**src/rtl/sica_serial_out.sv**
```systemverilog
// sica_serial_out: streams estimated sources from the SICA sample RAM onto a
// valid/ready serial port in channel-major order. Reads are credit-limited so
// the small output FIFO (LATENCY+2 entries) can never overflow.
// Optional build macro: SOUT_CHANNEL_TAG_EN adds serial_s_chan, the channel
// index of each word, carried through the FIFO alongside the data.
module sica_serial_out #(
  parameter int unsigned DATA_WIDTH = 32,
  parameter int unsigned SAMPLES    = 1024,
  parameter int unsigned DIM        = 5,
  parameter int unsigned LOGM       = 10,
  parameter int unsigned ADDR_WIDTH = 10,
  parameter int unsigned LATENCY    = 1,
  parameter int unsigned CH_WIDTH   = 3
) (
  input  logic                  clk,
  input  logic                  reset,
  input  logic                  sout_start,
  output logic                  mem_rd_en,
  output logic [CH_WIDTH-1:0]   mem_ch_sel,
  output logic [ADDR_WIDTH-1:0] mem_rd_addr,
  input  logic [DATA_WIDTH-1:0] mem_rd_data,
  output logic [DATA_WIDTH-1:0] serial_s_out,
  output logic                  serial_s_valid,
  input  logic                  serial_s_ready,
  output logic                  serial_s_last,
  output logic                  sout_busy,
  output logic                  sout_done
`ifdef SOUT_CHANNEL_TAG_EN
  ,
  output logic [CH_WIDTH-1:0]   serial_s_chan
`endif
);

  localparam int unsigned DEPTH = LATENCY + 2;
  localparam int unsigned PW    = $clog2(DEPTH);
  localparam int unsigned UW    = $clog2(DEPTH + 1);

  typedef enum logic [1:0] {IDLE, ISSUE, DRAIN} state_t;

  state_t              state;
  logic [LOGM-1:0]     smp_cnt;
  logic [CH_WIDTH-1:0] ch_cnt;
  logic [UW-1:0]       used;      // reads in flight plus FIFO occupancy
  logic                iss_last;  // last-word tag aligned with mem_rd_en

  logic                ret_v    [LATENCY];
  logic                ret_last [LATENCY];

  logic [DATA_WIDTH-1:0] fifo_data [DEPTH];
  logic                  fifo_last [DEPTH];
  logic [PW-1:0]         wr_ptr;
  logic [PW-1:0]         rd_ptr;
  logic [UW-1:0]         occ;

`ifdef SOUT_CHANNEL_TAG_EN
  logic [CH_WIDTH-1:0]   ret_chan  [LATENCY];
  logic [CH_WIDTH-1:0]   fifo_chan [DEPTH];
`endif

  logic pop;
  logic push;
  logic issue_state;
  logic can_issue;
  logic is_final;

  // Handshake, return strobe and credit check
  assign serial_s_valid = (occ != '0);
  assign serial_s_out   = fifo_data[rd_ptr];
  assign serial_s_last  = serial_s_valid & fifo_last[rd_ptr];
`ifdef SOUT_CHANNEL_TAG_EN
  assign serial_s_chan  = fifo_chan[rd_ptr];
`endif
  assign pop         = serial_s_valid & serial_s_ready;
  assign push        = ret_v[LATENCY-1];
  assign issue_state = (state == ISSUE) || ((state == IDLE) && sout_start && !sout_done);
  // A pop in this cycle frees a slot, so streaming sustains one word per cycle.
  assign can_issue   = issue_state && ((used < UW'(DEPTH)) || pop);
  assign is_final    = (ch_cnt == CH_WIDTH'(DIM - 1)) && (smp_cnt == LOGM'(SAMPLES - 1));

  // Control FSM: read issue, counters, credit tracking and status outputs
  always_ff @(posedge clk or posedge reset) begin
    if (reset) begin
      state       <= IDLE;
      smp_cnt     <= '0;
      ch_cnt      <= '0;
      used        <= '0;
      iss_last    <= 1'b0;
      mem_rd_en   <= 1'b0;
      mem_ch_sel  <= '0;
      mem_rd_addr <= '0;
      sout_busy   <= 1'b0;
      sout_done   <= 1'b0;
    end else begin
      mem_rd_en <= 1'b0;
      sout_done <= 1'b0;
      if (can_issue) begin
        mem_rd_en   <= 1'b1;
        mem_ch_sel  <= ch_cnt;
        mem_rd_addr <= ADDR_WIDTH'(smp_cnt);
        iss_last    <= is_final;
        if (is_final) begin
          smp_cnt <= '0;
          ch_cnt  <= '0;
        end else if (smp_cnt == LOGM'(SAMPLES - 1)) begin
          smp_cnt <= '0;
          ch_cnt  <= ch_cnt + CH_WIDTH'(1);
        end else begin
          smp_cnt <= smp_cnt + LOGM'(1);
        end
      end
      case ({can_issue, pop})
        2'b10:   used <= used + UW'(1);
        2'b01:   used <= used - UW'(1);
        default: used <= used;
      endcase
      case (state)
        IDLE: begin
          if (sout_start && !sout_done) begin
            state     <= is_final ? DRAIN : ISSUE;
            sout_busy <= 1'b1;
          end
        end
        ISSUE: begin
          if (can_issue && is_final) state <= DRAIN;
        end
        DRAIN: begin
          // The tagged word is the last one issued, so once it leaves the
          // FIFO is empty and nothing remains in flight.
          if (pop && fifo_last[rd_ptr]) begin
            state     <= IDLE;
            sout_busy <= 1'b0;
            sout_done <= 1'b1;
          end
        end
        default: state <= IDLE;
      endcase
    end
  end

  // Return-side delay line marking which cycles carry valid read data
  always_ff @(posedge clk or posedge reset) begin
    if (reset) begin
      for (int i = 0; i < int'(LATENCY); i++) begin
        ret_v[i]    <= 1'b0;
        ret_last[i] <= 1'b0;
`ifdef SOUT_CHANNEL_TAG_EN
        ret_chan[i] <= '0;
`endif
      end
    end else begin
      ret_v[0]    <= mem_rd_en;
      ret_last[0] <= mem_rd_en & iss_last;
`ifdef SOUT_CHANNEL_TAG_EN
      ret_chan[0] <= mem_ch_sel;
`endif
      for (int i = 1; i < int'(LATENCY); i++) begin
        ret_v[i]    <= ret_v[i-1];
        ret_last[i] <= ret_last[i-1];
`ifdef SOUT_CHANNEL_TAG_EN
        ret_chan[i] <= ret_chan[i-1];
`endif
      end
    end
  end

  // Output FIFO: unconditional write of returned data, pop on transfer
  always_ff @(posedge clk or posedge reset) begin
    if (reset) begin
      for (int i = 0; i < int'(DEPTH); i++) begin
        fifo_data[i] <= '0;
        fifo_last[i] <= 1'b0;
`ifdef SOUT_CHANNEL_TAG_EN
        fifo_chan[i] <= '0;
`endif
      end
      wr_ptr <= '0;
      rd_ptr <= '0;
      occ    <= '0;
    end else begin
      if (push) begin
        fifo_data[wr_ptr] <= mem_rd_data;
        fifo_last[wr_ptr] <= ret_last[LATENCY-1];
`ifdef SOUT_CHANNEL_TAG_EN
        fifo_chan[wr_ptr] <= ret_chan[LATENCY-1];
`endif
        wr_ptr <= (wr_ptr == PW'(DEPTH - 1)) ? '0 : wr_ptr + PW'(1);
      end
      if (pop) begin
        rd_ptr <= (rd_ptr == PW'(DEPTH - 1)) ? '0 : rd_ptr + PW'(1);
      end
      case ({push, pop})
        2'b10:   occ <= occ + UW'(1);
        2'b01:   occ <= occ - UW'(1);
        default: occ <= occ;
      endcase
    end
  end

endmodule
```
**config.mk**
```make
export PLATFORM = sky130hd
export DESIGN_NAME = sica_serial_out
export DESIGN_NICKNAME = d
export VERILOG_FILES = /design/src/rtl/sica_serial_out.sv
export SDC_FILE = /design/constraint.sdc
export NUM_CORES = 1
export LEC_CHECK = 0
export CORE_ASPECT_RATIO = 0.7
export CORE_MARGIN = 2
export CORE_UTILIZATION = 35
export CTS_CLUSTER_DIAMETER = 40
export CTS_CLUSTER_SIZE = 28
export DETAILED_ROUTE_END_ITERATION = 16
export HOLD_SLACK_MARGIN = 0.1
export PLACE_DENSITY = 0.58
export SETUP_SLACK_MARGIN = 0.05
export SLEW_MARGIN = 30
export SYNTH_ARGS = -nofsm -noshare
export SYNTH_HDL_FRONTEND = slang
export SYNTH_SLANG_ARGS = --single-unit
```
**constraint.sdc**
```tcl
create_clock -name clk -period 5.2 [get_ports clk]
set_input_delay 0.52 -clock clk [delete_from_list [all_inputs] [get_ports clk]]
set_output_delay 0.52 -clock clk [all_outputs]
set_load 0.005 [all_outputs]
```
==> impl_metrics.json <==
{
  "drive_above_1_share_pct": 23.8,
  "maxSlewHeadroom_pct": 38.2,
  "max-cap-violations": 0,
  "synth-edff-count": 0,
  "cts_made_buffers": 17,
  "synth-warning-count": 0,
  "dr.pass1.iters": 4,
  "drc": 0,
  "grt.overflow.total": 0,
  "clockBufferDepth": 2,
  "place.gp.congestion": 0.755,
  "place_ws_ps": 2640,
  "total_power_uw": 5250,
  "ant_nets": 0,
  "post_cts_buffers": 0,
  "die_area_um2": 18700,
  "hold_buffers": 0,
  "period_share_pct": 57.7,
  "wl_met1_um": 6810,
  "vias": 4108,
  "clock.fmax_mhz": 333,
  "h-tree-depth": 4,
  "clk_latency_ps": 420,
  "critical-path-max-stage-delay_ps": 540,
  "port_buffers": 85,
  "grt_max_degree": 115,
  "run_status": "finished clean",
  "start_util_pct": 35.8,
  "ys_seq_area_share_pct": 57.2,
  "syn_area_um2": 6160,
  "synthCells": 505,
  "rows": 40,
  "ir_worst_vdd_v": 0.000294,
  "end_kind": "primary output",
  "highest_layer": "met4",
  "viasPerCell": 4.93,
  "grt_pass1_wl_um": 22400,
  "cts_tree": "built",
  "synthDistinctLibCells": 37,
  "ctsResizeCount": 0,
  "worstSetupPathType": "register to primary output",
  "fin_worst_skew_ps": 6.50,
  "hold_violations": 0,
  "placedCellCount": 801,
  "cts.root.buffer_cell": "clkbuf_16",
  "route.met2.wl_um": 6120,
  "hp-class": "register to register",
  "cp-start-kind": "register",
  "diodes": 0,
  "fin_area_um2": 7830,
  "area_delta_synth_final_pct": 27.0,
  "drt_iter0_markers": 187,
  "slowest_stage": "buf_4",
  "ios": 86,
  "route.met3.wl_um": 593,
  "nets": 630,
  "setup_slack_ps": 2200,
  "p_leak_uw": 0.00327,
  "cp.arrival_ps": 2480,
  "fin_tns_setup_ps": 0,
  "finalCriticalPeriod_ps": 3000,
  "antenna_found_initial": 0,
  "grt_pass1_vias": 4276,
  "clk_pin_slew_ps": 60,
  "track_usage_pct": 15.6,
  "cp_data_required_time_ps": 4680,
  "placed_area_um2": 7280,
  "nFillCells": 1567,
  "power_density_nw_per_um2": 671,
  "worst_pin_slew_ps": 925,
  "avgSynthCellArea_um2": 12.2,
  "finalSetupViolCount": 0,
  "core_um2": 17200,
  "dp.final_hpwl_um": 8510,
  "synth-seq-cells": 141,
  "die_w_um": 163,
  "rsz0062_at_grt": "no",
  "synthesis.nets": 546,
  "die_h_um": 115,
  "wl_per_cell_um": 16.5,
  "ys.flop_type": "dfrtp_1",
  "stdcell_count": 833,
  "wl_um": 13700,
  "synth-async-reset-ratio_pct": 100,
  "numClockSinks": 141,
  "cp_cell_sequence": "buf_4 -> inv_1 -> a21boi_0 -> nor3_1 -> clkdlybuf4s50_1",
  "slew_violations": 0,
  "cp_max_fo": 36
}
## registers in the layout (all words and copies together) (netlist names)
name and count:
occ 2, push 1, smp_cnt 10, rd_ptr 2, iss_last 1, sout_busy 1
mem_rd_en 1, mem_ch_sel 3, used 2, ret_last 1, fifo_last 3, ch_cnt 3
fifo_data 96, wr_ptr 2, mem_rd_addr 10, sout_done 1, state 2
## routing by layer
layer | track usage, % | up-vias
met5 | 0 | -
met4 | 7.08 | 0
met3 | 3.46 | 16
met2 | 23.2 | 95
met1 | 21.9 | 2057
li1 | - | 1940
## kinds of logic after synthesis
group	synth area share [%]
AOI/OAI and AO/OA	6.01
DFF	57.2
xor gates and xnor gates	1.42
muxes	23.6
buffers and inverters	2.46
and+or+nand+nor	8.22
adders and majority gates	1.02
## critical path, delay by kind of cell (launching register included)
family,cells,cell delay (ps)
and+or+nand+nor,1,110
AOI/OAI and AO/OA,1,370
DFF,1,380
buffers and inverters,3,1190
## per-stage QoR
step                hold slack [ps]  util (%)
finish                          435      45.5
global route                    457      45.5
CTS                             449      45.5
detailed placement              438      42.3
global placement                439      42.2
floorplan                       389         -
## cell type report
| type | count | area (µm²) | share of cell area (%) |
|---|---|---|---|
| flip-flops and latches | 141 | 3530 | 45.1 |
| multi-input cells | 325 | 2510 | 32.1 |
| repair buffers | 91 | 896 | 11.4 |
| clock buffers | 26 | 489 | 6.25 |
| well taps | 231 | 289 | 3.69 |
| clock inverters | 6 | 60.1 | 0.767 |
| inverters | 13 | 56.3 | 0.719 |
## cell usage after synthesis, types with 2 or more instances
master / count / area, µm²
dfrtp_1: 141 / 3530
mux2_2: 100 / 1130
nand2_1: 74 / 278
o21ai_0: 43 / 215
mux2i_1: 33 / 330
clkbuf_1: 19 / 71.3
inv_1: 13 / 48.8
a21oi_1: 6 / 30.0
nand3_1: 6 / 30.0
nor2_1: 6 / 22.5
nor3_1: 6 / 30.0
o31ai_1: 6 / 45.0
ha_1: 5 / 62.6
xnor2_1: 5 / 43.8
xor2_1: 5 / 43.8
buf_2: 4 / 20.0
and2_1: 3 / 18.8
buf_1: 3 / 11.3
or3_1: 3 / 18.8
or4_1: 3 / 22.5
a21boi_0: 2 / 15.0
a21o_1: 2 / 15.0
nor2b_1: 2 / 12.5
nor4_1: 2 / 12.5
## where the power goes
part | switching, µW | internal (µW)
registers | 295 | 1610
logic | 977 | 1240
clock network | 440 | 693
total | 1710 | 3540
## layout by cell type, fill, tap and decap left out, types with 3 or more instances in the layout
cell type	instances
nand2_1	74
o31ai_1	6
a21oi_1	6
nor2_1	6
nand3_1	5
clkinv_2	3
or4_1	3
and2_1	3
xor2_1	5
clkdlybuf4s50_1	85
mux2_2	100
clkbuf_16	17
dfrtp_1	140
o21ai_0	43
buf_4	6
ha_1	5
clkbuf_1	6
xnor2_1	5
nor3_1	5
mux2i_1	33
inv_1	12
clkbuf_8	3
## worst paths after layout
| kind | from | to | slack [ps] | depth (start not counted) |
|---|---|---|---|---|
| worst max-delay path | rd_ptr[1]$_DFFE_PP0N_ | serial_s_last | 2200 | 5 |
| worst min-delay path | mem_rd_en$_DFF_PP0_ | push$_DFF_PP0_ | 430 | 0 |
| worst max register to register | used[0]$_DFFE_PP0P_ | ch_cnt[2]$_DFFE_PP0P_ | 3160 | 5 |
| worst min register to register | mem_rd_en$_DFF_PP0_ | push$_DFF_PP0_ | 430 | 0 |
| max in group asynchronous | reset | rd_ptr[1]$_DFFE_PP0N_ | 3640 | 3 |
| min in group asynchronous | reset | fifo_data[60]$_DFFE_PP0P_ | 620 | 2 |
No activity file was read; power rests on OpenSTA's default activity.
